`config.mk`:
```
export PLATFORM = sky130hd
export DESIGN_NAME = sync_ram_ctrl_flat
export DESIGN_NICKNAME = d
export VERILOG_FILES = /design/src/rtl/sync_ram_ctrl_if.sv /design/src/rtl/sync_ram_ctrl.sv /design/src/flat_wrapper.sv
export SDC_FILE = /design/constraint.sdc
export NUM_CORES = 1
export LEC_CHECK = 0
export CAP_MARGIN = 0
export CORE_ASPECT_RATIO = 1.25
export CORE_MARGIN = 5
export CORE_UTILIZATION = 43
export DETAILED_ROUTE_END_ITERATION = 10
export SKIP_CTS_REPAIR_TIMING = 1
export SYNTH_ARGS = -nofsm -noshare
export SYNTH_HDL_FRONTEND = slang
export SYNTH_SLANG_ARGS = --single-unit
```
`constraint.sdc`:
```
create_clock -name clk -period 2.8 [get_ports clk]
set_input_delay 0.42 -clock clk [delete_from_list [all_inputs] [get_ports clk]]
set_output_delay 0.42 -clock clk [all_outputs]
set_load 0.01 [all_outputs]
```
`src/rtl/sync_ram_ctrl_if.sv`:
```
// Bus bundle between the stack-machine controller and sync_ram_ctrl.
// master = CPU side, slave = memory side.
interface sync_ram_ctrl_if #(
  parameter int DATA_W = 8,
  parameter int ADDR_W = 5
);
  logic [ADDR_W-1:0] adr;
  logic [DATA_W-1:0] data;
  logic              memWen;
  logic              memRead;
  logic [DATA_W-1:0] resMem;
  logic              rdValid;
  logic              busy;
  logic              reqDropped;

  modport master (
    output adr, data, memWen, memRead,
    input  resMem, rdValid, busy, reqDropped
  );

  modport slave (
    input  adr, data, memWen, memRead,
    output resMem, rdValid, busy, reqDropped
  );
endinterface

```
`src/rtl/sync_ram_ctrl.sv`:
```
// Single-port synchronous RAM with pipelined reads,
// optional post-reset clear sequencer and dropped-request flag.
module sync_ram_ctrl #(
  parameter int DATA_W      = 8,
  parameter int ADDR_W      = 5,
  parameter int RD_LAT      = 1,
  parameter int INIT_ON_RST = 0
) (
  input logic           clk,
  input logic           rst,
  sync_ram_ctrl_if.slave bus
);
  localparam int DEPTH = 2 ** ADDR_W;

  typedef enum logic {CLEAR, RUN} state_t;

  state_t            state_q;
  logic [ADDR_W-1:0] cnt_q;
  logic              busy_q;

  logic [DATA_W-1:0] mem_q [DEPTH];

  logic [RD_LAT-1:0] vld_q, vld_d;
  logic [DATA_W-1:0] pdat_q [RD_LAT];
  logic [DATA_W-1:0] pdat_d [RD_LAT];
  logic [DATA_W-1:0] res_q, res_d;
  logic              rdv_q, rdv_d;
  logic              drop_q, drop_d;

  logic              run;
  logic              rd_issue;
  logic              we;
  logic [ADDR_W-1:0] wa;
  logic [DATA_W-1:0] wd;

  // Qualify requests and pick the write source (clear vs bus)
  always_comb begin
    run      = (state_q == RUN);
    rd_issue = !rst && run && bus.memRead && !bus.memWen;
    drop_d   = !rst && !run && (bus.memWen || bus.memRead);
    we       = !rst && (run ? bus.memWen : 1'b1);
    wa       = run ? bus.adr : cnt_q;
    wd       = run ? bus.data : '0;
  end

  // Clear sequencer: walks every address once, then runs forever
  always_ff @(posedge clk) begin
    if (rst) begin
      state_q <= (INIT_ON_RST != 0) ? CLEAR : RUN;
      cnt_q   <= '0;
      busy_q  <= (INIT_ON_RST != 0);
    end else if (state_q == CLEAR) begin
      cnt_q <= cnt_q + 1'b1;
      if (&cnt_q) begin
        state_q <= RUN;
        busy_q  <= 1'b0;
      end
    end
  end

  // Storage array; not reset so contents survive rst
  always_ff @(posedge clk) begin
    if (we) mem_q[wa] <= wd;
  end

  // Read pipeline: capture at request edge, shift, land in resMem
  always_comb begin
    vld_d = '0;
    for (int i = 0; i < RD_LAT; i++) pdat_d[i] = '0;
    vld_d[0]  = rd_issue;
    pdat_d[0] = mem_q[bus.adr];
    for (int i = 1; i < RD_LAT; i++) begin
      vld_d[i]  = vld_q[i-1];
      pdat_d[i] = pdat_q[i-1];
    end
    rdv_d = vld_q[RD_LAT-1];
    res_d = vld_q[RD_LAT-1] ? pdat_q[RD_LAT-1] : res_q;
    if (rst) begin
      vld_d = '0;
      rdv_d = 1'b0;
      res_d = '0;
    end
  end

  // Register read path and drop flag
  always_ff @(posedge clk) begin
    vld_q  <= vld_d;
    pdat_q <= pdat_d;
    res_q  <= res_d;
    rdv_q  <= rdv_d;
    drop_q <= drop_d;
  end

  assign bus.resMem     = res_q;
  assign bus.rdValid    = rdv_q;
  assign bus.busy       = busy_q;
  assign bus.reqDropped = drop_q;
endmodule

```
`src/flat_wrapper.sv`:
```
// flat-port wrapper written by rule: the top's interface ports become plain ports
module sync_ram_ctrl_flat 
#(
  parameter int DATA_W      = 8,
  parameter int ADDR_W      = 5,
  parameter int RD_LAT      = 1,
  parameter int INIT_ON_RST = 0
)
  (clk, rst, bus_adr, bus_data, bus_memWen, bus_memRead, bus_resMem, bus_rdValid, bus_busy, bus_reqDropped);
  sync_ram_ctrl_if #(.DATA_W(DATA_W), .ADDR_W(ADDR_W)) bus_i ();
  input logic clk;
  input logic rst;
  input wire logic [$bits(bus_i.adr)-1:0] bus_adr;
  input wire logic [$bits(bus_i.data)-1:0] bus_data;
  input wire logic [$bits(bus_i.memWen)-1:0] bus_memWen;
  input wire logic [$bits(bus_i.memRead)-1:0] bus_memRead;
  output wire logic [$bits(bus_i.resMem)-1:0] bus_resMem;
  output wire logic [$bits(bus_i.rdValid)-1:0] bus_rdValid;
  output wire logic [$bits(bus_i.busy)-1:0] bus_busy;
  output wire logic [$bits(bus_i.reqDropped)-1:0] bus_reqDropped;
  assign bus_i.adr = bus_adr;
  assign bus_i.data = bus_data;
  assign bus_i.memWen = bus_memWen;
  assign bus_i.memRead = bus_memRead;
  assign bus_resMem = bus_i.resMem;
  assign bus_rdValid = bus_i.rdValid;
  assign bus_busy = bus_i.busy;
  assign bus_reqDropped = bus_i.reqDropped;
  sync_ram_ctrl #(.DATA_W(DATA_W), .ADDR_W(ADDR_W), .RD_LAT(RD_LAT), .INIT_ON_RST(INIT_ON_RST)) u_core (.clk(clk), .rst(rst), .bus(bus_i));
endmodule
```
== Word-level counts from Yosys, hierarchy flattened ==
Memory sizes are Yosys's and may differ from the RTL's. A register that Yosys moved wholly into a read port is not among the register bits.
Cells that the tools add are included.

* Add/sub/neg operators: 1
* Reduce and logical (&&, ||, !) cells: 12
* Muxes and demuxes: 6

{| class="wikitable"
|+ Operator list
! kind !! count
|-
| 2-to-1 mux 8 bit || 1
|-
| logical AND 1 bit || 6
|-
| adder 5 x 1 -> 5 bit (second input constant) || 1
|-
| 2-to-1 mux 5 bit || 1
|-
| AND reduction 5 bit || 1
|-
| 2-to-1 mux 1 bit || 4
|-
| logical NOT 1 bit || 3
|-
| OR reduction 2 bit || 1
|-
| logical OR 1 bit || 1
|}

* Bits in registers: 17
* Logic and storage cells: 26
* Input bits: 17
* Memories kept: 1
* Memory bits (writable): 256

{| class="wikitable"
|+ Memory list
! name !! words !! bits a word !! read ports !! clocked after Yosys merged registers in !! write ports !! line !! source
|-
| u_core.mem_q || 32 || 8 || 1 || 1 || 1 || sync_ram_ctrl.sv:21 || <nowiki>logic [DATA_W-1:0] mem_q [DEPTH];</nowiki>
|}

== Depth between registers and ports, before layout ==
* Depth after elaboration: 4
* Depth in mapped cells: 5
* Depth with buffers taken out: 5

== Worst setup path after synthesis ==
OpenSTA, ideal clock, no wires.

* Kind: input-to-reg
* From: input bus_adr[1]
* To: memory u_core.mem_q[0][0], enable pin
* Setup time: 370 ps
* Data required time: 2430 ps
* Stages on the path: 5
* Setup slack: 448 ps
* Arrival time: 1982 ps
* Cell sequence: clkbuf_1 buf_2 mux2_2 a2111o_1 nor2_1

* Cells in the longest elaborated chain, start to end: 1

{| class="wikitable"
|+ Ends and longest elaborated chain
! element !! line !! source
|-
| start: declaration || flat_wrapper.sv:13 || <nowiki>input wire logic [$bits(bus_i.adr)-1:0] bus_adr;</nowiki>
|-
| 2-to-1 mux 5 bit || sync_ram_ctrl.sv:42 || <nowiki>wa = run ? bus.adr : cnt_q;</nowiki>
|-
| end: declaration || sync_ram_ctrl.sv:21 ||
|}

Every way passes these cells.

== Worst setup path after layout ==
* From: register u_core.state_q, in the netlist u_core.run
* To: memory u_core.mem_q[4][0], enable pin

* Cells in the longest elaborated chain, start to end: 4

{| class="wikitable"
|+ Ends and longest elaborated chain
! element !! line !! source
|-
| start: declaration || sync_ram_ctrl.sv:17 || <nowiki>state_t state_q;</nowiki>
|-
| start signal: assignment || sync_ram_ctrl.sv:49 || <nowiki>state_q <= (INIT_ON_RST != 0) ? CLEAR : RUN;</nowiki>
|-
| 2-to-1 mux 1 bit || sync_ram_ctrl.sv:41 || <nowiki>we = !rst && (run ? bus.memWen : 1'b1);</nowiki>
|-
| logical AND 1 bit || sync_ram_ctrl.sv:41 ||
|-
| 2-to-1 mux 1 bit || sync_ram_ctrl.sv:63 || <nowiki>if (we) mem_q[wa] <= wd;</nowiki>
|-
| 2-to-1 mux 1 bit (not written as such) || sync_ram_ctrl.sv:63 ||
|}

Parallel ways exist; a longest one is shown, timed or not.

==> impl_metrics.csv <==
group,metric,value,unit
run_status,status,"complete, no violations",
floorplan,core,25000,um^2
critical_path,cp_top_family,"compound AO/OA/AOI/OAI gates",
routing,wl_met2,11600,um
floorplan,rows,65,
cells_and_area,drive_above_1_share,30.8,%
sta,period_needed,2190,ps
logic_synthesis,synth_xor_area_share,0.162,%
pwr,pwr_density_cell,650,nW/um^2
pwr,ir_drop,0.000295,V
global_routing,antenna_found_initial,1,
clocking,clock_latency,520,ps
critical_path,worstSetupStartpoint,"u_core.run",
worst_hold_path,hold_class,"reg2reg",
sta,rsz0062_at_grt,"false",
routing,drtIter0Drc,364,
logic_synthesis,synthAdderAreaFrac,0.231,%
clocking,cts_sinks,281,
global_routing,grt_start_max_net_pins,33,
cells_and_area,final.fill_count,2001,
routing,vias_per_cell,5.42,
logic_synthesis,synth.avg_cell_area,21.9,um^2
floorplan,initial_core_util,43.3,%
critical_path,rr_endpoint,"u_core.mem_q[4][0]",
routing,ant_nets,0,
routing,met1_length,9220,um
critical_path,endpoint_kind,"flop",
floorplan,die_w,152,um
logic_synthesis,postSynth.asyncResetShare,0,%
pwr,internal_power,0.00652,W
global_routing,grt_usage,15.8,%
logic_synthesis,synthTopCellsByCount,"edfxtp_1, mux4_2, nor2_1, dfxtp_1, mux2i_1",
pwr,clock_power_share,38.1,%
sta,period_share,78.1,%
logic_synthesis,synth_top_family_by_area,"multiplexers",
place,hpwl,14500,um
logic_synthesis,syn_inst,496,
worst_hold_path,holdPathStages,2,
logic_synthesis,synthSimpleGateAreaFrac,3.16,%
critical_path,path_class,"reg2reg",
global_routing,grt_pass1_vias,5341,
global_routing,grt_overflow,0,
global_routing,grt_pass1_wl,34000,um
routing,drc,0,
logic_synthesis,syn_nets,515,
clocking,clkTransAtPathRegs,60,ps
critical_path,crit_slowest_cell,"a2111o_1",
sta,drv_slew,0,
sta,layout_setup_ws,612,ps
critical_path,endpoint,"u_core.mem_q[4][0]",
floorplan,dieArea,28500,um^2
routing,top_layer,"met5",
sta,skew,19.1,ps
critical_path,path_max_fanout,12,
place,io_buffers,26,
cells_and_area,area_growth,16.2,%
worst_hold_path,min_from,"u_core.bus.resMem[4]",
cells_and_area,diodes,0,
pwr,pwr-share-seq,56.5,%
logic_synthesis,synth.top_cell.area_share,70.9,%
critical_path,reg2reg_slack,610,ps
critical_path,cp_num_cells,4,
sta,fmax,0.457,GHz
critical_path,max_stage_delay,570,ps
logic_synthesis,syn_area,10800,um^2
logic_synthesis,synth_cell_types,26,
logic_synthesis,yosysMostFrequentCell,"edfxtp_1",
floorplan,io_pins,28,
logic_synthesis,synth_mux_area_share,19.2,%
pwr,power_switching,0.00167,W
routing,wl_per_cell,24.0,um
routing,wl_met3,974,um
pwr,swShare,20.4,%
sta,slew_headroom,59.3,%
pwr,p_leak,4.06,nW
clocking,root_buffer,"clkbuf_16",
pwr,comb_power_share,5.3,%
routing,num_vias,5039,
logic_synthesis,synth-seq-area-share,75.5,%
place,dpl_worst_slack,217,ps
clocking,cts_inserted_buffers,25,
logic_synthesis,ys_top_cells_by_area,"edfxtp_1, mux4_2, dfxtp_1",
critical_path,crit_chain,"mux2_2 -> a2111o_1 -> nor2_1 -> buf_4",
logic_synthesis,ys_warn_count,0,
critical_path,path_buf_inv,1,
clocking,ctsLongestPathBuffers,3,
sta,fin_tns_setup,0,ps
floorplan,die_h,188,um
logic_synthesis,yosys.area.top_type,"edfxtp_1",
sta,tightestPinTransition,610,ps
sta,hold_viol,0,
job,drv_cap,0,
logic_synthesis,synthFlopType,"edfxtp_1",
clocking,h-tree-depth,1,
cells_and_area,fin_nets,595,
critical_path,worstRegToRegCells,4,
critical_path,required,3010,ps
logic_synthesis,synth-seq-cells,281,
logic_synthesis,synth_compound_area_share,0.369,%
critical_path,worstReg2RegStart,"u_core.run",
place,gp_congestion,0.768,
critical_path,cp-start-kind,"flop",
routing,firstDrtPassIters,5,
logic_synthesis,synth_edf_count,256,
critical_path,critPathArrivalTime,2400,ps
routing,finalWirelength,22300,um
sta,setup_violations,0,
clocking,cts_tree,"yes",
through the flow:
stage / cell area (um^2) / utilization (%) / instances / hold WS (ps) / total power (W)
4_1_cts: 12600 / 50.3 / 929 / 496 / 0.00828
5_1_grt: 12600 / 50.3 / 929 / 537 / 0.00848
2_1_floorplan: 10800 / - / 496 / 441 / 0.00498
3_5_place_dp: 11900 / 47.3 / 884 / 480 / 0.00517
3_3_place_gp: 11900 / 47.3 / 884 / 477 / 0.00516
6_report: 12600 / 50.3 / 929 / 489 / 0.00819
cells in the final DEF, fill, tap and decap left out:
| master | count |
|---|---|
| conb_1 | 1 |
| nand2b_1 | 2 |
| buf_4 | 47 |
| clkbuf_1 | 6 |
| buf_12 | 7 |
| clkbuf_8 | 2 |
| nor2_1 | 45 |
| clkdlybuf4s50_1 | 24 |
| ha_1 | 2 |
| a2111o_1 | 2 |
| buf_2 | 1 |
| clkinv_2 | 6 |
| mux2_2 | 12 |
| xor2_1 | 1 |
| mux2i_1 | 14 |
| clkinv_1 | 3 |
| mux4_2 | 80 |
| clkinvlp_4 | 1 |
| nor3_1 | 2 |
| nand3_1 | 9 |
| nor2b_1 | 4 |
| nand4b_1 | 1 |
| xnor2_1 | 1 |
| clkinv_4 | 2 |
| edfxtp_1 | 256 |
| clkbuf_16 | 25 |
| and3_1 | 1 |
| dfxtp_1 | 25 |
| and2_1 | 8 |
| nor4bb_1 | 1 |
| or3_1 | 1 |
| a211o_1 | 2 |
how the worst min path moves through the flow:
stage                           endpoint  slack, ps
floorplan           u_core.bus.resMem[0]        440
global placement    u_core.bus.resMem[4]        480
detailed placement  u_core.bus.resMem[6]        480
CTS                 u_core.bus.resMem[6]        500
global route                u_core.vld_q        540
finish              u_core.bus.resMem[4]        490
final cells by class:
type                    instances  area (um^2)  share of cell area, %
flip-flops and latches        281         8190                   65.0
multi-input cells             189         2510                   19.9
repair buffers                 79          738                   5.86
clock buffers                  33          676                   5.37
well taps                     335          419                   3.33
clock inverters                12         66.3                  0.527
kinds of logic after synthesis:
kind of cell	count (synthesis)
simple gates	74
flops	281
compound gates	4
xor+xnor	2
buf+inv	26
other cells	1
fa+ha+maj	2
mux	106
worst min-delay path, cell delays in order (launching register included):
cell	delay, ps
dfxtp_1	320
mux2i_1	60
nor2_1	70
routing by layer:
layer  up-vias  GRT usage, %
li1       2203             -
met5         -             0
met1      2681          21.6
met3        32          1.92
met4         2          4.12
met2       121          27.1
flip-flops by register name, indices dropped and copies added, names as in the netlist:
signal	count
u_core.mem_q	256
u_core.bus.resMem	8
u_core.pdat_q	8
u_core.cnt_q	5
u_core.bus.rdValid	1
u_core.bus.reqDropped	1
u_core.run	1
u_core.vld_q	1
power groups by stage:
stage | logic [W] | clock network (W) | registers (W)
after floorplan | 0.000271 | 0 | 0.00471
after global placement | 0.000439 | 0 | 0.00472
after detailed placement | 0.000446 | 0 | 0.00472
after CTS | 0.000447 | 0.00320 | 0.00463
after global routing | 0.000468 | 0.00338 | 0.00463
final | 0.000437 | 0.00312 | 0.00463
No activity file was read; power rests on OpenSTA's default activity.
==> RTL change (same settings) <==
`RD_LAT` is set to 1 in 2 places; all go to 2.
--- a/src/rtl/sync_ram_ctrl.sv
+++ b/src/rtl/sync_ram_ctrl.sv
@@ -3,7 +3,7 @@
 module sync_ram_ctrl #(
   parameter int DATA_W      = 8,
   parameter int ADDR_W      = 5,
-  parameter int RD_LAT      = 1,
+  parameter int RD_LAT      = 2,
   parameter int INIT_ON_RST = 0
 ) (
   input logic           clk,
--- a/src/flat_wrapper.sv
+++ b/src/flat_wrapper.sv
@@ -3,7 +3,7 @@
 #(
   parameter int DATA_W      = 8,
   parameter int ADDR_W      = 5,
-  parameter int RD_LAT      = 1,
+  parameter int RD_LAT      = 2,
   parameter int INIT_ON_RST = 0
 )
   (clk, rst, bus_adr, bus_data, bus_memWen, bus_memRead, bus_resMem, bus_rdValid, bus_busy, bus_reqDropped);
Check against the original RTL: not equivalent (Yosys sat finds a counterexample within 4 cycles, from zero or initial values and one cycle with rst high).
==> RTL change against the unedited design <==
- power up 12%
- wire length up 1.0%
- area after synthesis up 1.9%
- clock power up 26%
- final cell count up 1.2%
- sequential cell count up 9
- synthesized cell count up 2.8%
- worst setup slack worse by 0.18 ns
- sequential share of layout area down 0.31 points
- cell area up 2.7%
==> RTL change: results (changes against the unedited design) <==
stage,metric,value,unit,change
setup_path,internal reg-to-reg setup slack,0.43,ns,-0.18 ns
run_status,result of the run,finished clean,,
yosys,most instantiated cells after synthesis,"sky130_fd_sc_hd__edfxtp_1, sky130_fd_sc_hd__mux4_2, sky130_fd_sc_hd__nor2_1",,
global_route,combined global-route utilization of all metal layers,15.77,%,-0.018 points
placed_design,Post-Place Setup Slack,0.1112,ns,-0.1054 ns
power_and_ir_drop,maximum vdd ir drop,369.1,uV,+25%
clocking,latest clock arrival within the worst-skew pair,0.54,ns,+0.02 ns
min_path,endpoint with the worst hold slack,u_core.pdat_q[2]$_DFF_P_,,
yosys,Netlist cell types,29,,+12%
placed_design,total cell area at the placement stage,11940,sq um,+0.77%
layout,net total in the final layout,602,,+1.2%
yosys,proportion of synthesized area in mux cells,18.42,%,-0.74 points
sta,Worst Tran Pin Value,0.7341,ns,+0.1244 ns
yosys,share of the yosys chip area belonging to registers,75.78,%,+0.23 points
detailed_routing,router iterations before antenna repair,4,,-1
setup_path,top fanout value on the critical path,32,,+20
setup_path,Top delay family on crit path,simple AND/OR/NAND/NOR gates,,
yosys,compound-cell area share of the yosys netlist,0.7251,%,+0.36 points
yosys,synthesized-area fraction occupied by xor and xnor cells,0.1586,%,-0.0030 points
yosys,average footprint of a synthesized cell,21.65,sq um,-0.90%
yosys,top cells by area in the synthesized netlist,"sky130_fd_sc_hd__edfxtp_1, sky130_fd_sc_hd__mux4_2, sky130_fd_sc_hd__dfxtp_1",,
setup_path,Reg-to-Reg End,u_core.mem_q[18][1]$_DFFE_PP_,,
clocking,number of buffers inserted during clock tree synthesis,28,,+12%
sta,final worst clock skew,0.01679,ns,-0.002262 ns
yosys,number of nets in the synthesized netlist,529,,+2.7%
detailed_routing,Total Routed Length,22540,um,+1.0%
placed_design,RePlAce Congestion,0.7974,,+3.8%
layout,fraction of final layout cells sized beyond drive strength 1,29.59,%,-1.2 points
sta,worst slack on hold paths,0.3201,ns,-0.1692 ns
detailed_routing,average wire per standard cell,23.98,um,-0.13%
setup_path,slowest cell on the critical path,sky130_fd_sc_hd__nor2_1,,
global_route,first-pass GRT wire length,34810,um,+2.4%
==> RTL change: routing by layer <==
layer  track usage, %  up-vias  routed length (um)
met5                0        -                  13
met4            3.670        2                 399
met3            2.515       31                1085
met2            26.15      119               11190
met1            22.26     2712                9856
li1                 -     2239                   -
==> RTL change: cell type report <==
cell class / count / area, sq um
Clock buffer: 40 / 840.8
Clock inverter: 12 / 148.9
Fill cell: 1996 / 12360
Multi-Input combinational cell: 194 / 2530
Sequential cell: 290 / 8368
Tap cell: 335 / 419.2
Timing Repair Buffer: 69 / 625.6
==> RTL change: logic make-up (layout without fill, tap and decap cells) <==
group	Yosys count	in the layout
DFF	290	290
muxes	102	102
and+or+nand+nor	75	75
buffers and inverters	26	121
AOI/OAI and AO/OA	12	12
adders and majority gates	2	2
xor gates and xnor gates	2	2
other	1	1
==> RTL change: power breakdown <==
| part | switching, uW | internal (uW) |
|---|---|---|
| Combinational | 231 | 202 |
| Sequential | 15.7 | 4750 |
| Clock | 1570 | 2380 |
| Total | 1820 | 7330 |
